**config.mk**
```make
export PLATFORM = sky130hd
export DESIGN_NAME = multicycle_ctrl_flat
export DESIGN_NICKNAME = d
export VERILOG_FILES = /design/src/rtl/ctrl_pkg.sv /design/src/rtl/multicycle_ctrl_if.sv /design/src/rtl/opcode_class_dec.sv /design/src/rtl/multicycle_ctrl.sv /design/src/flat_wrapper.sv
export SDC_FILE = /design/constraint.sdc
export NUM_CORES = 1
export LEC_CHECK = 0
export ABC_CLOCK_PERIOD_IN_PS = 5900
export BUFFER_PORTS_ARGS = -buffer_cell sky130_fd_sc_hd__buf_2
export CORE_MARGIN = 1
export CORE_UTILIZATION = 50
export CTS_CLUSTER_SIZE = 40
export DETAILED_ROUTE_END_ITERATION = 16
export PLACE_DENSITY = 0.76
export RECOVER_POWER = 100
export SYNTH_ARGS = -nofsm -noshare
export SYNTH_HDL_FRONTEND = slang
export SYNTH_SLANG_ARGS = --single-unit
```
**constraint.sdc**
```tcl
create_clock -name clk -period 5.9 [get_ports clk]
set_input_delay 1.18 -clock clk [delete_from_list [all_inputs] [get_ports clk]]
set_output_delay 1.18 -clock clk [all_outputs]
set_load 0.02 [all_outputs]
```
**src/rtl/ctrl_pkg.sv**
```systemverilog
// Shared encodings for the multi-cycle RV32 controller: opcodes, FSM states,
// ALU operation codes and the registered opcode class.
package ctrl_pkg;

    localparam logic [6:0] OP_R      = 7'b0110011;
    localparam logic [6:0] OP_LOAD   = 7'b0000011;
    localparam logic [6:0] OP_STORE  = 7'b0100011;
    localparam logic [6:0] OP_BRANCH = 7'b1100011;
    localparam logic [6:0] OP_IMM    = 7'b0010011;

    localparam logic [1:0] ALU_ADD   = 2'b00;
    localparam logic [1:0] ALU_SUB   = 2'b01;
    localparam logic [1:0] ALU_FUNCT = 2'b10;

    typedef enum logic [2:0] {
        S_FETCH  = 3'd0,
        S_DECODE = 3'd1,
        S_EXEC   = 3'd2,
        S_MEM    = 3'd3,
        S_WB     = 3'd4,
        S_TRAP   = 3'd5
    } state_t;

    // CL_NONE is the cleared value and also what an illegal opcode decodes to.
    typedef enum logic [2:0] {
        CL_NONE   = 3'd0,
        CL_R      = 3'd1,
        CL_LOAD   = 3'd2,
        CL_STORE  = 3'd3,
        CL_BRANCH = 3'd4,
        CL_IMM    = 3'd5
    } class_t;

endpackage

```
**src/rtl/multicycle_ctrl_if.sv**
```systemverilog
// Shared memory port between the controller (master) and the memory (slave).
interface multicycle_ctrl_if;

    logic mem_req;
    logic mem_we;
    logic iord;
    logic mem_ready;

    modport master (output mem_req, output mem_we, output iord, input mem_ready);
    modport slave  (input mem_req, input mem_we, input iord, output mem_ready);

endinterface

```
**src/rtl/opcode_class_dec.sv**
```systemverilog
// Combinational opcode -> instruction class decoder with illegal-opcode flag.
module opcode_class_dec
    import ctrl_pkg::*;
(
    input  logic [6:0] i_opcode,
    output class_t     o_class,
    output logic       o_illegal
);

    // Map the five supported major opcodes; everything else is illegal
    always_comb begin
        o_class   = CL_NONE;
        o_illegal = 1'b0;
        case (i_opcode)
            OP_R:      o_class = CL_R;
            OP_LOAD:   o_class = CL_LOAD;
            OP_STORE:  o_class = CL_STORE;
            OP_BRANCH: o_class = CL_BRANCH;
            OP_IMM:    o_class = CL_IMM;
            default:   o_illegal = 1'b1;
        endcase
    end

endmodule

```
**src/rtl/multicycle_ctrl.sv**
```systemverilog
// Multi-cycle RV32 sequencer: FETCH/DECODE/EXEC/MEM/WB over one shared memory
// port, with retired-instruction counter and sticky illegal-opcode trap.
module multicycle_ctrl
    import ctrl_pkg::*;
#(
    parameter int CNT_W = 32
) (
    input  logic              clk,
    input  logic              rst_n,
    input  logic              run,
    input  logic [6:0]        opcode,
    multicycle_ctrl_if.master mem,
    output logic              ir_write,
    output logic              pc_write,
    output logic              pc_write_cond,
    output logic              alu_src,
    output logic [1:0]        alu_op,
    output logic              reg_write,
    output logic              mem_to_reg,
    output logic              trap,
    output logic [CNT_W-1:0]  retire_cnt
);

    localparam logic [CNT_W-1:0] CNT_ONE = {{(CNT_W-1){1'b0}}, 1'b1};

    state_t           r_state;
    state_t           w_next;
    class_t           r_class;
    class_t           w_dec_class;
    logic             w_dec_illegal;
    logic             r_fetch_pend;
    logic             w_fetch_pend;
    logic             w_retire;
    logic             w_mem_req;
    logic             w_mem_we;
    logic             w_iord;
    logic [CNT_W-1:0] r_cnt;

    opcode_class_dec u_dec (
        .i_opcode  (opcode),
        .o_class   (w_dec_class),
        .o_illegal (w_dec_illegal)
    );

    // State, pending-fetch flag, registered class and retire counter
    always_ff @(posedge clk or negedge rst_n) begin
        if (!rst_n) begin
            r_state      <= S_FETCH;
            r_fetch_pend <= 1'b0;
            r_class      <= CL_NONE;
            r_cnt        <= {CNT_W{1'b0}};
        end else begin
            r_state      <= w_next;
            r_fetch_pend <= w_fetch_pend;
            if (r_state == S_DECODE) begin
                r_class <= w_dec_class;
            end else begin
                r_class <= r_class;
            end
            if (w_retire) begin
                r_cnt <= r_cnt + CNT_ONE;
            end else begin
                r_cnt <= r_cnt;
            end
        end
    end

    // Next-state and strobe decode from state plus registered class
    always_comb begin
        w_next        = r_state;
        w_fetch_pend  = 1'b0;
        w_retire      = 1'b0;
        w_mem_req     = 1'b0;
        w_mem_we      = 1'b0;
        w_iord        = 1'b0;
        ir_write      = 1'b0;
        pc_write      = 1'b0;
        pc_write_cond = 1'b0;
        alu_src       = 1'b0;
        alu_op        = ALU_ADD;
        reg_write     = 1'b0;
        mem_to_reg    = 1'b0;
        trap          = 1'b0;
        case (r_state)
            S_FETCH: begin
                // run only opens a request; once issued the pending flag holds it.
                // rst_n gating keeps the port quiet while reset is asserted.
                w_mem_req = rst_n & (run | r_fetch_pend);
                if (w_mem_req && mem.mem_ready) begin
                    ir_write = 1'b1;
                    pc_write = 1'b1;
                    w_next   = S_DECODE;
                end else begin
                    w_fetch_pend = w_mem_req;
                end
            end
            S_DECODE: begin
                if (w_dec_illegal) begin
                    w_next = S_TRAP;
                end else begin
                    w_next = S_EXEC;
                end
            end
            S_EXEC: begin
                case (r_class)
                    CL_R: begin
                        alu_op = ALU_FUNCT;
                        w_next = S_WB;
                    end
                    CL_IMM: begin
                        alu_src = 1'b1;
                        w_next  = S_WB;
                    end
                    CL_LOAD, CL_STORE: begin
                        alu_src = 1'b1;
                        w_next  = S_MEM;
                    end
                    CL_BRANCH: begin
                        alu_op        = ALU_SUB;
                        pc_write_cond = 1'b1;
                        w_retire      = 1'b1;
                        w_next        = S_FETCH;
                    end
                    default: w_next = S_TRAP;
                endcase
            end
            S_MEM: begin
                w_mem_req = 1'b1;
                w_iord    = 1'b1;
                w_mem_we  = (r_class == CL_STORE);
                if (mem.mem_ready) begin
                    if (r_class == CL_STORE) begin
                        w_retire = 1'b1;
                        w_next   = S_FETCH;
                    end else begin
                        w_next = S_WB;
                    end
                end else begin
                    w_next = S_MEM;
                end
            end
            S_WB: begin
                reg_write  = 1'b1;
                mem_to_reg = (r_class == CL_LOAD);
                w_retire   = 1'b1;
                w_next     = S_FETCH;
            end
            S_TRAP: begin
                trap = 1'b1;
            end
            default: begin
                w_next = S_FETCH;
            end
        endcase
    end

    assign mem.mem_req = w_mem_req;
    assign mem.mem_we  = w_mem_we;
    assign mem.iord    = w_iord;
    assign retire_cnt  = r_cnt;

endmodule

```
**src/flat_wrapper.sv**
```systemverilog
// flat-port wrapper written by rule: the top's interface ports become plain ports
module multicycle_ctrl_flat import ctrl_pkg::*;
#(
    parameter int CNT_W = 32
)
  (clk, rst_n, run, opcode, ir_write, pc_write, pc_write_cond, alu_src, alu_op, reg_write, mem_to_reg, trap, retire_cnt, mem_mem_req, mem_mem_we, mem_iord, mem_mem_ready);
  multicycle_ctrl_if mem_i ();
  input  logic clk;
  input  logic rst_n;
  input  logic run;
  input  logic [6:0] opcode;
  output logic ir_write;
  output logic pc_write;
  output logic pc_write_cond;
  output logic alu_src;
  output logic [1:0] alu_op;
  output logic reg_write;
  output logic mem_to_reg;
  output logic trap;
  output logic [CNT_W-1:0] retire_cnt;
  output wire logic [$bits(mem_i.mem_req)-1:0] mem_mem_req;
  output wire logic [$bits(mem_i.mem_we)-1:0] mem_mem_we;
  output wire logic [$bits(mem_i.iord)-1:0] mem_iord;
  input wire logic [$bits(mem_i.mem_ready)-1:0] mem_mem_ready;
  assign mem_mem_req = mem_i.mem_req;
  assign mem_mem_we = mem_i.mem_we;
  assign mem_iord = mem_i.iord;
  assign mem_i.mem_ready = mem_mem_ready;
  multicycle_ctrl #(.CNT_W(CNT_W)) u_core (.clk(clk), .rst_n(rst_n), .run(run), .opcode(opcode), .mem(mem_i), .ir_write(ir_write), .pc_write(pc_write), .pc_write_cond(pc_write_cond), .alu_src(alu_src), .alu_op(alu_op), .reg_write(reg_write), .mem_to_reg(mem_to_reg), .trap(trap), .retire_cnt(retire_cnt));
endmodule
```
Yosys cells after proc, flatten, opt, wreduce, memory -nomap -nowiden
Index checks and enable logic that the tools add are counted.
Word-level totals
  bits in registers: 39
  output and inout bits: 44
  input bits: 11
Cells by class
  eq/ne operators: 16
  multiplexer cells: 26
  bitwise operators: 3
  add/sub/neg operators: 1
  reduce and logical (&&, ||, !) cells: 7
Operators with widths (number)
  $add A32 B1 Y32 const B: 1
  $pmux W3 S5: 2
  $mux W1: 15
  $eq A7 B6 Y1 const B: 2
  $eq A3 B2 Y1 const B: 4
  $eq A3 B3 Y1 const B: 4
  $mux W3: 4
  $pmux W3 S3: 1
  $eq A7 B2 Y1 const B: 1
  $eq A7 B5 Y1 const B: 1
  $eq A7 B7 Y1 const B: 1
  $eq A3 B1 Y1 const B: 2
  $reduce_or A5 Y1: 1
  $pmux W2 S2: 1
  $reduce_or A2 Y1: 2
  $logic_not A3 Y1: 1
  $pmux W1 S3: 1
  $reduce_or A3 Y1: 1
  $mux W2: 1
  $ne A2 B1 Y1 const B: 1
  $pmux W1 S2: 1
  $reduce_and A2 Y1: 1
  $and A1 B1 Y1: 1
  $logic_and A1 B1 Y1: 1
  2 further kinds: 2

Longest topological paths before layout
Gate-level depths: netlist of the first run.
  depth in word-level cells: 5
  depth in mapped cells: 6
  gate-level depth less buffers: 5

Cells and area by module
A second synthesis of the first run with hierarchy kept.
Unflattened totals
  cell total of the unflattened synthesis: 200
  area total of the unflattened synthesis: 2103.3 um^2
Modules (own cells, without submodules)
  multicycle_ctrl: seq. area each 975.9 um^2, cells an instance 191, area an instance 2043.2 um^2, times used 1
  opcode_class_dec: seq. area each 0.0 um^2, cells an instance 9, area an instance 60.1 um^2, times used 1

Worst setup path after synthesis of the first run
OpenSTA, ideal clock, no wires.
  path type: input -> output
  from: input rst_n
  to: output pc_write
  buffers on the path: 1
  path slack: 2.472 ns
  cell stages on the path: 4
  arrival: 2.248 ns
  path through: o21ai_0 or4_1 nor2_1 buf_4
On the way
  cells in the longest elaborated chain, start to end: 4
Ends and longest elaborated chain
  from (decl): RTL line flat_wrapper.sv:9  | input logic rst_n;
  $and A1 B1 Y1: RTL line multicycle_ctrl.sv:88  | w_mem_req = rst_n & (run | r_fetch_pend);
  $logic_and A1 B1 Y1: RTL line multicycle_ctrl.sv:89  | if (w_mem_req && mem.mem_ready) begin
  $mux W1 (2 in series)
  to (decl): RTL line flat_wrapper.sv:13  | output logic pc_write;
Every way passes these cells.

Worst setup path in the final report of the first run
  from: input rst_n
  to: output ir_write
On the way
  cells in the longest elaborated chain, start to end: 4
Ends and longest elaborated chain
  $and A1 B1 Y1: RTL line multicycle_ctrl.sv:88
  $logic_and A1 B1 Y1: RTL line multicycle_ctrl.sv:89
  $mux W1: RTL line multicycle_ctrl.sv:89
  $mux W1: RTL line multicycle_ctrl.sv:84  | case (r_state)
  to (decl): RTL line flat_wrapper.sv:12  | output logic ir_write;
Every way passes these cells.

==> results of run 1 <==
## synthesized netlist by cell type, drive strengths merged (2+ instances only)
cell    count
nand2      16
dfrtp      39
nor2       17
buf         3
inv         9
and2        2
nand2b      3
nand4       9
o21ai       9
or3b        4
nor2b       4
nor4        7
nand3b      4
nand3      11
xnor2      17
nor3        8
xor2       14
o31ai       4
a21oi       4
and3        3
clkbuf      5
## worst max-delay path by stage
stage | end | startpoint | slack [ps] | cells past startpoint
detailed placement | ir_write | rst_n | 2490 | 5
global route | pc_write | rst_n | 2210 | 5
finish | ir_write | rst_n | 2300 | 5
CTS | ir_write | rst_n | 2490 | 5
floorplan | pc_write | rst_n | 2470 | 4
global placement | ir_write | rst_n | 2560 | 5
## cell usage in the layout (no fill, tap or decap), types with 2 or more instances in the layout
master | synthesis | layout
sky130_fd_sc_hd__nor4_1 | 4 | 6
sky130_fd_sc_hd__o31ai_1 | 4 | 4
sky130_fd_sc_hd__a21oi_1 | 4 | 4
sky130_fd_sc_hd__inv_1 | 9 | 9
sky130_fd_sc_hd__nand3_1 | 11 | 11
sky130_fd_sc_hd__or3b_1 | 3 | 3
sky130_fd_sc_hd__bufinv_16 | 0 | 2
sky130_fd_sc_hd__xor2_1 | 14 | 14
sky130_fd_sc_hd__nand2_1 | 16 | 16
sky130_fd_sc_hd__nor2b_1 | 4 | 4
sky130_fd_sc_hd__and2_1 | 2 | 2
sky130_fd_sc_hd__clkbuf_1 | 5 | 49
sky130_fd_sc_hd__xnor2_1 | 17 | 17
sky130_fd_sc_hd__and3_1 | 3 | 3
sky130_fd_sc_hd__nand4_1 | 8 | 8
sky130_fd_sc_hd__nand2b_1 | 3 | 3
sky130_fd_sc_hd__nand3b_1 | 4 | 4
sky130_fd_sc_hd__nor2_1 | 16 | 17
sky130_fd_sc_hd__nor3_1 | 8 | 8
sky130_fd_sc_hd__buf_2 | 1 | 7
sky130_fd_sc_hd__o21ai_0 | 7 | 8
sky130_fd_sc_hd__clkbuf_8 | 0 | 5
sky130_fd_sc_hd__dfrtp_1 | 39 | 39
## critical path: cells and delay by family
kind,cells,cell delay [ps]
and+or+nand+nor,2,630
buffers and inverters,2,450
AOI/OAI and AO/OA,1,160
## registers in the layout (all words and copies together), names as in the netlist
name	count
u_core.retire_cnt	32
u_core.r_state	3
u_core.r_fetch_pend	1
u_core.r_class	3
## layer usage
| metal | global-route usage [%] | part of all wire, % | routed length (um) |
|---|---|---|---|
| met1 | 28.3 | 46 | 1930 |
| met2 | 30.4 | 46 | 1960 |
| met3 | 7.24 | 5.8 | 245 |
| met4 | 7.71 | 2.3 | 99 |
| met5 | 0 | 0 | 0 |
## power groups by stage
stage	Combinational, mW	Sequential [mW]	Clock [mW]
floorplan	0.118	0.350	0
global placement	0.180	0.343	0
detailed placement	0.183	0.342	0
CTS	0.185	0.338	0.266
global route	0.188	0.343	0.280
finish	0.169	0.336	0.260
## metrics by stage
step,total power [mW],utilization [%],hold slack (ps),instances
after global routing,0.811,60.5,495,311
after global placement,0.523,59.5,451,303
after detailed placement,0.525,59.5,465,303
after floorplan,0.468,-,495,206
after CTS,0.789,62.9,474,311
final,0.766,60.5,469,311
## layout make-up
cell class / count / area, um2 / area share (%)
clock buffers: 6 / 72.6 / 3.02
clock inverters: 2 / 60.1 / 2.50
inverters: 9 / 33.8 / 1.41
multi-input cells: 150 / 982 / 40.9
flip-flops and latches: 39 / 976 / 40.6
well taps: 50 / 62.6 / 2.60
repair buffers: 55 / 215 / 8.96
## logic make-up after synthesis
group | synth area share [%]
muxes | 0.545
buffers and inverters | 3.69
DFF | 47.2
xor gates and xnor gates | 13.1
AOI/OAI and AO/OA | 7.99
adders and majority gates | 0.605
and+or+nand+nor | 26.8
==> impl_results.rst, run 1 <==
.. list-table::
   :header-rows: 1

   * - Metric
     - Value
   * - Drt initial violations
     - 99
   * - Top achievable clock speed
     - between 200 and 300 MHz
   * - Worst reg2reg path startpoint
     - u_core.r_state[1]$_DFFE_PN0P_
   * - Number of buffers inserted during clock tree synthesis
     - 5
   * - Worst max-slew margin expressed relative to the limit
     - -38.7%
   * - Pin count of the biggest net entering global routing
     - 40
   * - Required time worst endpoint
     - around 4700 ps
   * - Critical Path Sink Type
     - output port
   * - Unrepaired setup endpoints after global routing
     - no
   * - Final setup skew
     - between 7 and 8 ps
   * - Total wire length
     - 4.24 mm
   * - Relative contribution of the clock network to total power
     - roughly 34%
   * - Number of cells on the worst reg-to-reg path
     - 5
   * - Vias per Instance
     - around 5.4
   * - Summed negative setup slack over all endpoints
     - 0 ps
   * - Result of the run
     - finished with violations
   * - Main flop type after synthesis
     - sky130_fd_sc_hd__dfrtp_1
   * - Synth area leader
     - sky130_fd_sc_hd__dfrtp_1
   * - Hold Crit Class
     - reg2reg
   * - Final number of setup-violating endpoints
     - 0
   * - Number of sinks handled by clock tree synthesis
     - 39
   * - Combined global-route utilization of all metal layers
     - 20.8%
   * - Std-Cell Core Area
     - between 3000 and 4000 um2
   * - Number of distinct library cells after synthesis
     - 44
   * - Combinational Power Share
     - about 22%
   * - Insertion delay to the later sink of the worst-skew pair
     - around 290 ps
   * - Violations in the final reports
     - capacitance limit, slew limit
   * - Fraction of the yosys area taken by sequential cells
     - between 40% and 50%
   * - Element type at the critical path start
     - primary input
   * - Most frequent CP cell
     - sky130_fd_sc_hd__clkbuf_1
   * - Boundary Pins
     - 55
   * - Post-synthesis sequential element count
     - 39
   * - Count of final hold-check violations
     - 0
   * - Sw Pwr
     - between 200 and 250 uW
   * - Proportion of layout cells with a drive suffix above 1
     - just over 7%
   * - Number of levels in the clock H-tree
     - 2
   * - DP Area
     - 2360 um2
   * - Syn. warnings
     - 0
   * - Critical path's largest stage delay
     - around 480 ps
   * - Worst setup path category
     - in2out
   * - FFs w/ async S/R, synth
     - 100%
   * - Clock Tree Buf Depth
     - 2
   * - # Post-CTS Setup Buffers
     - 0
   * - CTS root buf
     - sky130_fd_sc_hd__clkbuf_8
   * - Worst path slowest cell
     - sky130_fd_sc_hd__or4_1
   * - GR Overflow Total
     - 0
   * - Die Wd
     - approximately 66 um
   * - Worst hold path depth
     - 1
   * - Gpl congestion
     - 0.821
   * - Mapped Area
     - a little over 2000 um2
   * - Dpl ws
     - between 2000 and 2500 ps
   * - VDD IR max
     - between 0.15 and 0.2 mV
   * - Number of antenna violations at the first check in global routing
     - 0
   * - Area of the die
     - about 4400 um2
   * - CTS-repair resized insts
     - 0
   * - Overall die height
     - ~66 um
   * - PD cells
     - 319 nW/um2
   * - List of cells traversed by the critical path
     - clkbuf_1 -> o21ai_0 -> or4_1 -> nor2_1 -> clkbuf_1
   * - Vias after detailed routing
     - approximately 1700
   * - Worst setup slack for register-to-register paths
     - between 3000 and 4000 ps
   * - I/O Buffers
     - between 50 and 60
   * - Vias in the first global route
     - ~1400
   * - Worst Path Arrival
     - between 2000 and 2500 ps
   * - Ranking of synthesized cells by area
     - sky130_fd_sc_hd__dfrtp_1 47%, sky130_fd_sc_hd__xnor2_1 7.2%, sky130_fd_sc_hd__xor2_1 5.9%, sky130_fd_sc_hd__nand2_1 2.9%, sky130_fd_sc_hd__nor2_1 2.9%
   * - Count of final max-slew check failures
     - 40
   * - Final net count
     - around 270
   * - Global-route wire length before repair
     - between 6 and 7 mm
   * - Per-instance average area after synthesis
     - approximately 10 um2
   * - Destination of the worst register-to-register timing path
     - u_core.retire_cnt[29]$_DFFE_PN0P_
   * - Post-synth net total
     - roughly 220
   * - Number of hold-repair buffers added at the cts stage
     - 0
   * - Post-synth EDFFs
     - 0
   * - Sw frac
     - a little under a third
   * - Worst hold start
     - u_core.retire_cnt[31]$_DFFE_PN0P_
   * - Number of antenna repair diodes
     - 0
   * - Antenna Violating Nets Remaining
     - 0
   * - Final design area excluding fillers
     - roughly 2400 um2
   * - CTS tree
     - built
   * - Least setup slack across all paths after layout
     - between 2000 and 2500 ps
   * - Routed length per instance
     - 13.6 um
   * - Area grow syn2layout
     - 16.2%
   * - Terminating pin of the worst hold path
     - u_core.retire_cnt[31]$_DFFE_PN0P_
   * - Residual DRC
     - 0
   * - Pleak
     - approximately 1.1 nW
   * - Number of fillers in the final layout
     - 376
   * - Count of mapped cells out of synthesis
     - a little over 200
   * - Area share of the largest cell type after synthesis
     - a little under half
   * - Count of TritonRoute iterations in the first routing pass
     - 4
   * - Transition at the pin with the smallest max-transition slack
     - ~2100 ps
   * - Pint
     - 526 uW
   * - Register share of total power
     - 43.9%
   * - CP Max Fanout
     - 3
   * - Floorplan row count
     - 23
   * - HPWL after detailed placement
     - around 3 mm
   * - Starting density of the core
     - between 50% and 60%
   * - Minimum clock period
     - 3600 ps
   * - Number of violations of the max-capacitance limit
     - 1
   * - Clk pin slew, worst setup/hold paths
     - 70 ps
   * - Period utilisation layout
     - roughly three fifths
Power figures use the tool's default switching activity.
==> inputs of run 2 (changes only) <==
--- a/config.mk
+++ b/config.mk
@@ -5,7 +5,7 @@
 export SDC_FILE = /design/constraint.sdc
 export NUM_CORES = 1
 export LEC_CHECK = 0
-export ABC_CLOCK_PERIOD_IN_PS = 5900
+export ABC_CLOCK_PERIOD_IN_PS = 3700
 export BUFFER_PORTS_ARGS = -buffer_cell sky130_fd_sc_hd__buf_2
 export CORE_MARGIN = 1
 export CORE_UTILIZATION = 50
==> constraint.sdc (replaced) <==
create_clock -name clk -period 3.7 [get_ports clk]
set_input_delay 0.74 -clock clk [delete_from_list [all_inputs] [get_ports clk]]
set_output_delay 0.74 -clock clk [all_outputs]
set_load 0.02 [all_outputs]
==> run 2 against run 1 <==
Net effect:
- the flow still finishes with violations (capacitance limit, slew limit)
- via count decreased by 0.65%
- worst hold slack improved by 13 ps
- clock power up 42%
- critical path depth stayed put
- routed wire length is 1.1% lower
- clock skew up 2.5 ps
- critical path type is now reg2reg
- largest power group unchanged
- highest routed layer unchanged
==> impl_results.rst, run 2 (synthesized netlist as in run 1, its figures left out) <==
.. list-table::
   :header-rows: 1

   * - Metric
     - Value
   * - Result of the run
     - finished with violations
   * - Violations in the final reports
     - capacitance limit, slew limit
   * - Proportion of layout cells with a drive suffix above 1
     - approximately 8.4%
   * - HPWL after detailed placement
     - just over 3 mm
   * - # Post-CTS Setup Buffers
     - 0
   * - Hold Crit Class
     - reg2reg
   * - Flip-flop count of the largest register after layout
     - 32
   * - Insertion delay to the later sink of the worst-skew pair
     - approximately 300 ps
   * - GR Overflow Total
     - 0
   * - Die Wd
     - 66.3 um
   * - Area of the die
     - ~4400 um2
   * - Antenna Violating Nets Remaining
     - 0
   * - Sum of routed wire segments on met1
     - around 1.9 mm
   * - Number of levels in the clock H-tree
     - 2
   * - Buffering stage count on the worst path with inverters included
     - 0
   * - Global-route wire length before repair
     - a little under 7 mm
   * - Clk pin slew, worst setup/hold paths
     - 70 ps
   * - Required time worst endpoint
     - just under 4000 ps
   * - Clock Tree Buf Depth
     - 2
   * - Summed negative setup slack over all endpoints
     - 0 ps
   * - Final number of setup-violating endpoints
     - 0
   * - Starting density of the core
     - between 50% and 60%
   * - Critical Path Sink Type
     - flop
   * - Final net count
     - between 200 and 300
   * - Most used cells in the layout excluding fill and tap cells
     - 46 x sky130_fd_sc_hd__clkbuf_1, 39 x sky130_fd_sc_hd__dfrtp_1, 17 x sky130_fd_sc_hd__xnor2_1
   * - Overall die height
     - about 66 um
   * - Count of final max-slew check failures
     - 40
   * - Number of antenna repair diodes
     - 0
   * - Power after layout
     - 1.16 mW
   * - Number of fillers in the final layout
     - around 380
   * - CP Max Fanout
     - 12
   * - Residual DRC
     - 0
   * - Boundary Pins
     - 55
   * - Gpl congestion
     - 0.777
   * - Number of hold-repair buffers added at the cts stage
     - 0
   * - Top achievable clock speed
     - approximately 370 MHz
   * - List of cells traversed by the critical path
     - or3b_1 -> o21ai_0 -> o211ai_1 -> nor4_1 -> xor2_1
   * - Transition at the pin with the smallest max-transition slack
     - ~2000 ps
   * - VDD IR max
     - ~0.24 mV
   * - Area grow syn2layout
     - 15.2%
   * - CTS tree
     - built
   * - I/O Buffers
     - 54
   * - Multi-input gate area in the final layout
     - 973 um2
   * - Number of violations of the max-capacitance limit
     - 1
   * - Most frequent standard cell in the layout excluding fill and tap cells
     - sky130_fd_sc_hd__clkbuf_1
   * - PD cells
     - 489 nW/um2
   * - Number of antenna violations at the first check in global routing
     - 0
   * - Combined global-route utilization of all metal layers
     - about a fifth
   * - Vias after detailed routing
     - ~1700
   * - Routed length per instance
     - roughly 13 um
   * - Wire length on met3
     - around 220 um
   * - Number of sinks handled by clock tree synthesis
     - 39
   * - Pin count of the biggest net entering global routing
     - 40
   * - Worst Path Arrival
     - slightly below 3000 ps
   * - CTS-repair resized insts
     - 0
   * - Uppermost layer routed
     - met4
   * - Final setup skew
     - around 9.9 ps
   * - Critical path's largest stage delay
     - between 500 and 600 ps
   * - Period utilisation layout
     - around 73%
   * - CTS root buf
     - sky130_fd_sc_hd__clkbuf_8
   * - Kind of cell adding the most delay to the critical path
     - compound AO/OA/AOI/OAI gates
   * - Routed wl met2
     - around 2.0 mm
   * - Worst setup path category
     - reg2reg
   * - Count of TritonRoute iterations in the first routing pass
     - 4
   * - Element type at the critical path start
     - flop
   * - Vias per Instance
     - approximately 5.4
   * - Worst max-slew margin expressed relative to the limit
     - -35.4%
   * - Pleak
     - between 1 and 1.5 nW
   * - Minimum clock period
     - between 2000 and 3000 ps
   * - Layout Utilization
     - between 50% and 60%
   * - Number of buffers inserted during clock tree synthesis
     - 5
   * - Worst path slowest cell
     - sky130_fd_sc_hd__o21ai_0
   * - Floorplan row count
     - 23
   * - Unrepaired setup endpoints after global routing
     - no
   * - Vias in the first global route
     - 1507
   * - Drt initial violations
     - 69
   * - Count of final hold-check violations
     - 0
   * - Reg area
     - ~980 um2
   * - Std-Cell Core Area
     - approximately 4000 um2
   * - Total wire length
     - 4.20 mm
run 2: metal layers:
metal	vias up	global-route usage [%]
li1	820	-
met1	797	27.0
met2	48	33.3
met3	6	5.69
met4	0	9.04
met5	-	0
run 2: through the flow:
stage,std cells,cell area [um2],hold slack [ps],worst slack (ps)
2_1_floorplan,206,2070,444,1150
6_report,311,2380,482,992
5_1_grt,311,2380,499,699
3_5_place_dp,303,2360,472,1200
3_3_place_gp,303,2360,451,1240
4_1_cts,311,2480,485,1110
run 2: area by class of cell:
| type | instances | area share, % |
|---|---|---|
| repair buffers | 55 | 9.14 |
| flip-flops and latches | 39 | 41.0 |
| multi-input cells | 150 | 40.9 |
| clock buffers | 6 | 3.47 |
| well taps | 50 | 2.63 |
| clock inverters | 2 | 1.47 |
| inverters | 9 | 1.42 |
run 2: power by group:
part / leakage, nW / switching [mW] / internal, mW
Sequential: 0.519 / 0.0646 / 0.469
Combinational: 0.490 / 0.165 / 0.0950
Clock: 0.0612 / 0.152 / 0.218
run 2: worst paths after layout:
check	from	endpoint	cells past startpoint	slack [ps]
worst min-delay path	u_core.retire_cnt[31]$_DFFE_PN0P_	u_core.retire_cnt[31]$_DFFE_PN0P_	1	480
max in group asynchronous	rst_n	u_core.r_class[1]$_DFFE_PN0N_	2	1280
min in group asynchronous	rst_n	u_core.retire_cnt[21]$_DFFE_PN0P_	2	1250
worst max register to register	u_core.r_state[1]$_DFFE_PN0P_	u_core.retire_cnt[29]$_DFFE_PN0P_	5	990
worst max-delay path	u_core.r_state[1]$_DFFE_PN0P_	u_core.retire_cnt[29]$_DFFE_PN0P_	5	990
worst min register to register	u_core.retire_cnt[31]$_DFFE_PN0P_	u_core.retire_cnt[31]$_DFFE_PN0P_	1	480
==> inputs of run 3 (changes only) <==
--- a/config.mk
+++ b/config.mk
@@ -5,7 +5,7 @@
 export SDC_FILE = /design/constraint.sdc
 export NUM_CORES = 1
 export LEC_CHECK = 0
-export ABC_CLOCK_PERIOD_IN_PS = 3700
+export ABC_CLOCK_PERIOD_IN_PS = 2500
 export BUFFER_PORTS_ARGS = -buffer_cell sky130_fd_sc_hd__buf_2
 export CORE_MARGIN = 1
 export CORE_UTILIZATION = 50
==> constraint.sdc (replaced) <==
create_clock -name clk -period 2.5 [get_ports clk]
set_input_delay 0.5 -clock clk [delete_from_list [all_inputs] [get_ports clk]]
set_output_delay 0.5 -clock clk [all_outputs]
set_load 0.02 [all_outputs]
==> run 3 against run 2 <==
Net effect:
- the flow now finishes without violations
- critical path depth down 2
- combinational power up 53%
- count of clock-buffer cells in the layout unchanged
- sequential share of layout area down 0.45 points
- non-clock buffer count up 3
- setup slack worse by 820 ps
- final cell count up 0.96%
- highest routed layer unchanged
- clock power up 46%
- routed wire length down 0.55%
- register-to-register slack worse by 780 ps
- largest cell class unchanged
- worst hold slack worse by 86 ps
- final area up 1.1%
==> impl_results.rst, run 3 (synthesized netlist as in run 1, its figures left out) <==
.. list-table::
   :header-rows: 1

   * - Metric
     - Value
   * - Minimum clock period
     - ~2300 ps
   * - CP Max Fanout
     - 12
   * - Most used cells in the layout excluding fill and tap cells
     - 44 x sky130_fd_sc_hd__clkbuf_1, 39 x sky130_fd_sc_hd__dfrtp_1, 17 x sky130_fd_sc_hd__xnor2_1
   * - Period utilisation layout
     - just over 90%
   * - Final net count
     - 275
   * - Uppermost layer routed
     - met4
   * - Clk pin slew, worst setup/hold paths
     - around 70 ps
   * - CTS root buf
     - sky130_fd_sc_hd__clkbuf_8
   * - Combined global-route utilization of all metal layers
     - 21.4%
   * - Least setup slack across all paths after layout
     - around 170 ps
   * - Boundary Pins
     - 55
   * - VDD IR max
     - between 0.3 and 0.4 mV
   * - Vias per Instance
     - ~5.4
   * - Std-Cell Core Area
     - 3970 um2
   * - Antenna Violating Nets Remaining
     - 0
   * - Vias after detailed routing
     - ~1700
   * - Pint
     - about 1.2 mW
   * - DP Area
     - 2390 um2
   * - Element type at the critical path start
     - flop
   * - Result of the run
     - complete, no violations
   * - Pleak
     - approximately 1.1 nW
   * - Critical Path Sink Type
     - output port
   * - # Post-CTS Setup Buffers
     - 0
   * - Final number of setup-violating endpoints
     - 0
   * - GR Overflow Total
     - 0
   * - Final-layout worst hold slack
     - between 300 and 400 ps
   * - Final design area excluding fillers
     - between 2000 and 2500 um2
   * - Area grow syn2layout
     - 16.5%
   * - Count of TritonRoute iterations in the first routing pass
     - 4
   * - Count of final hold-check violations
     - 0
   * - Residual DRC
     - 0
   * - Routed wl met2
     - 1.88 mm
   * - Wire length on met3
     - between 150 and 200 um
   * - Area of the die
     - ~4400 um2
   * - Number of non-filler instances in the completed layout
     - about 310
   * - Pin count of the biggest net entering global routing
     - 40
   * - Drt initial violations
     - 78
   * - I/O Buffers
     - 54
   * - CTS tree
     - built
   * - Power after layout
     - approximately 1.7 mW
   * - Die Wd
     - between 60 and 70 um
   * - Transition at the pin with the smallest max-transition slack
     - roughly 950 ps
   * - Flip-flop count of the largest register after layout
     - 32
   * - Number of hold-repair buffers added at the cts stage
     - 0
   * - Insertion delay to the later sink of the worst-skew pair
     - ~290 ps
   * - Final setup skew
     - about 7 ps
   * - Overall die height
     - roughly 66 um
   * - Dpl ws
     - between 400 and 500 ps
   * - Worst max-slew margin expressed relative to the limit
     - 36.8%
   * - Number of antenna violations at the first check in global routing
     - 0
   * - Global-route wire length before repair
     - about 7 mm
   * - Hold Crit Class
     - in2reg
   * - Number of levels in the clock H-tree
     - 2
   * - Gpl congestion
     - slightly above 0.8
   * - CTS-repair resized insts
     - 0
   * - Number of buffers inserted during clock tree synthesis
     - 5
   * - Sum of routed wire segments on met1
     - around 2 mm
   * - Layout Utilization
     - around three fifths
   * - Unrepaired setup endpoints after global routing
     - no
   * - Proportion of layout cells with a drive suffix above 1
     - a little over a tenth
   * - Worst Path Arrival
     - 1830 ps
   * - Sw frac
     - between 30% and 40%
   * - Combinational Power Share
     - 23.0%
   * - Vias in the first global route
     - ~1500
   * - Routed length per instance
     - ~13 um
   * - Number of sinks handled by clock tree synthesis
     - 39
   * - Worst setup path category
     - reg2out
   * - Total wire length
     - approximately 4.2 mm
   * - Starting density of the core
     - a little over half
   * - Required time worst endpoint
     - around 2000 ps
   * - Number of violations of the max-capacitance limit
     - 0
   * - Summed negative setup slack over all endpoints
     - 0 ps
   * - PD cells
     - around 700 nW/um2
   * - Register share of total power
     - 45.9%
   * - Sw Pwr
     - around 570 uW
   * - Worst setup slack for register-to-register paths
     - 210 ps
   * - Most frequent standard cell in the layout excluding fill and tap cells
     - sky130_fd_sc_hd__clkbuf_1
   * - HPWL after detailed placement
     - between 3 and 4 mm
   * - Clock Tree Buf Depth
     - 2
   * - Floorplan row count
     - 23
   * - Top achievable clock speed
     - 429 MHz
   * - Total placed cells including tap cells
     - ~310
   * - Count of final max-slew check failures
     - 0
   * - Number of antenna repair diodes
     - 0
   * - Relative contribution of the clock network to total power
     - roughly 31%
[run 3: metal layers]
| layer | up-vias | global-route usage, % |
|---|---|---|
| li1 | 832 | - |
| met1 | 807 | 29.8 |
| met2 | 38 | 31.9 |
| met3 | 7 | 6.03 |
| met4 | 0 | 7.18 |
| met5 | - | 0 |
[run 3: final timing paths]
path | depth (start not counted) | from | end
max | 3 | u_core.r_state[1]$_DFFE_PN0P_ | alu_op[1]
min | 2 | mem_mem_ready | u_core.r_fetch_pend$_DFF_PN0_
max reg2reg | 5 | u_core.r_state[1]$_DFFE_PN0P_ | u_core.retire_cnt[26]$_DFFE_PN0P_
min reg2reg | 1 | u_core.retire_cnt[31]$_DFFE_PN0P_ | u_core.retire_cnt[31]$_DFFE_PN0P_
max in group asynchronous | 2 | rst_n | u_core.r_state[2]$_DFFE_PN0P_
min in group asynchronous | 2 | rst_n | u_core.retire_cnt[18]$_DFFE_PN0P_
[run 3: critical path, stage by stage, from the launching register on]
cell,delay (ps)
sky130_fd_sc_hd__dfrtp_1,510
sky130_fd_sc_hd__or3b_1,500
sky130_fd_sc_hd__nor4b_1,310
sky130_fd_sc_hd__buf_2,210
[run 3: power by group through the flow]
| stage | combinational, mW | sequential [mW] | clock (mW) |
|---|---|---|---|
| 2_1_floorplan | 0.279 | 0.826 | 0 |
| 5_1_grt | 0.445 | 0.811 | 0.579 |
| 4_1_cts | 0.434 | 0.799 | 0.550 |
| 3_5_place_dp | 0.433 | 0.811 | 0 |
| 3_3_place_gp | 0.428 | 0.805 | 0 |
| 6_report | 0.398 | 0.796 | 0.539 |
[run 3: layout make-up]
type / instances / area, um2
fill: 366 / 1560
sequential: 39 / 976
multi-input combinational: 150 / 975
timing repair buffer: 58 / 243
clock buffer: 6 / 82.6
tap: 50 / 62.6
clock inverter: 2 / 35.0
inverter: 9 / 33.8
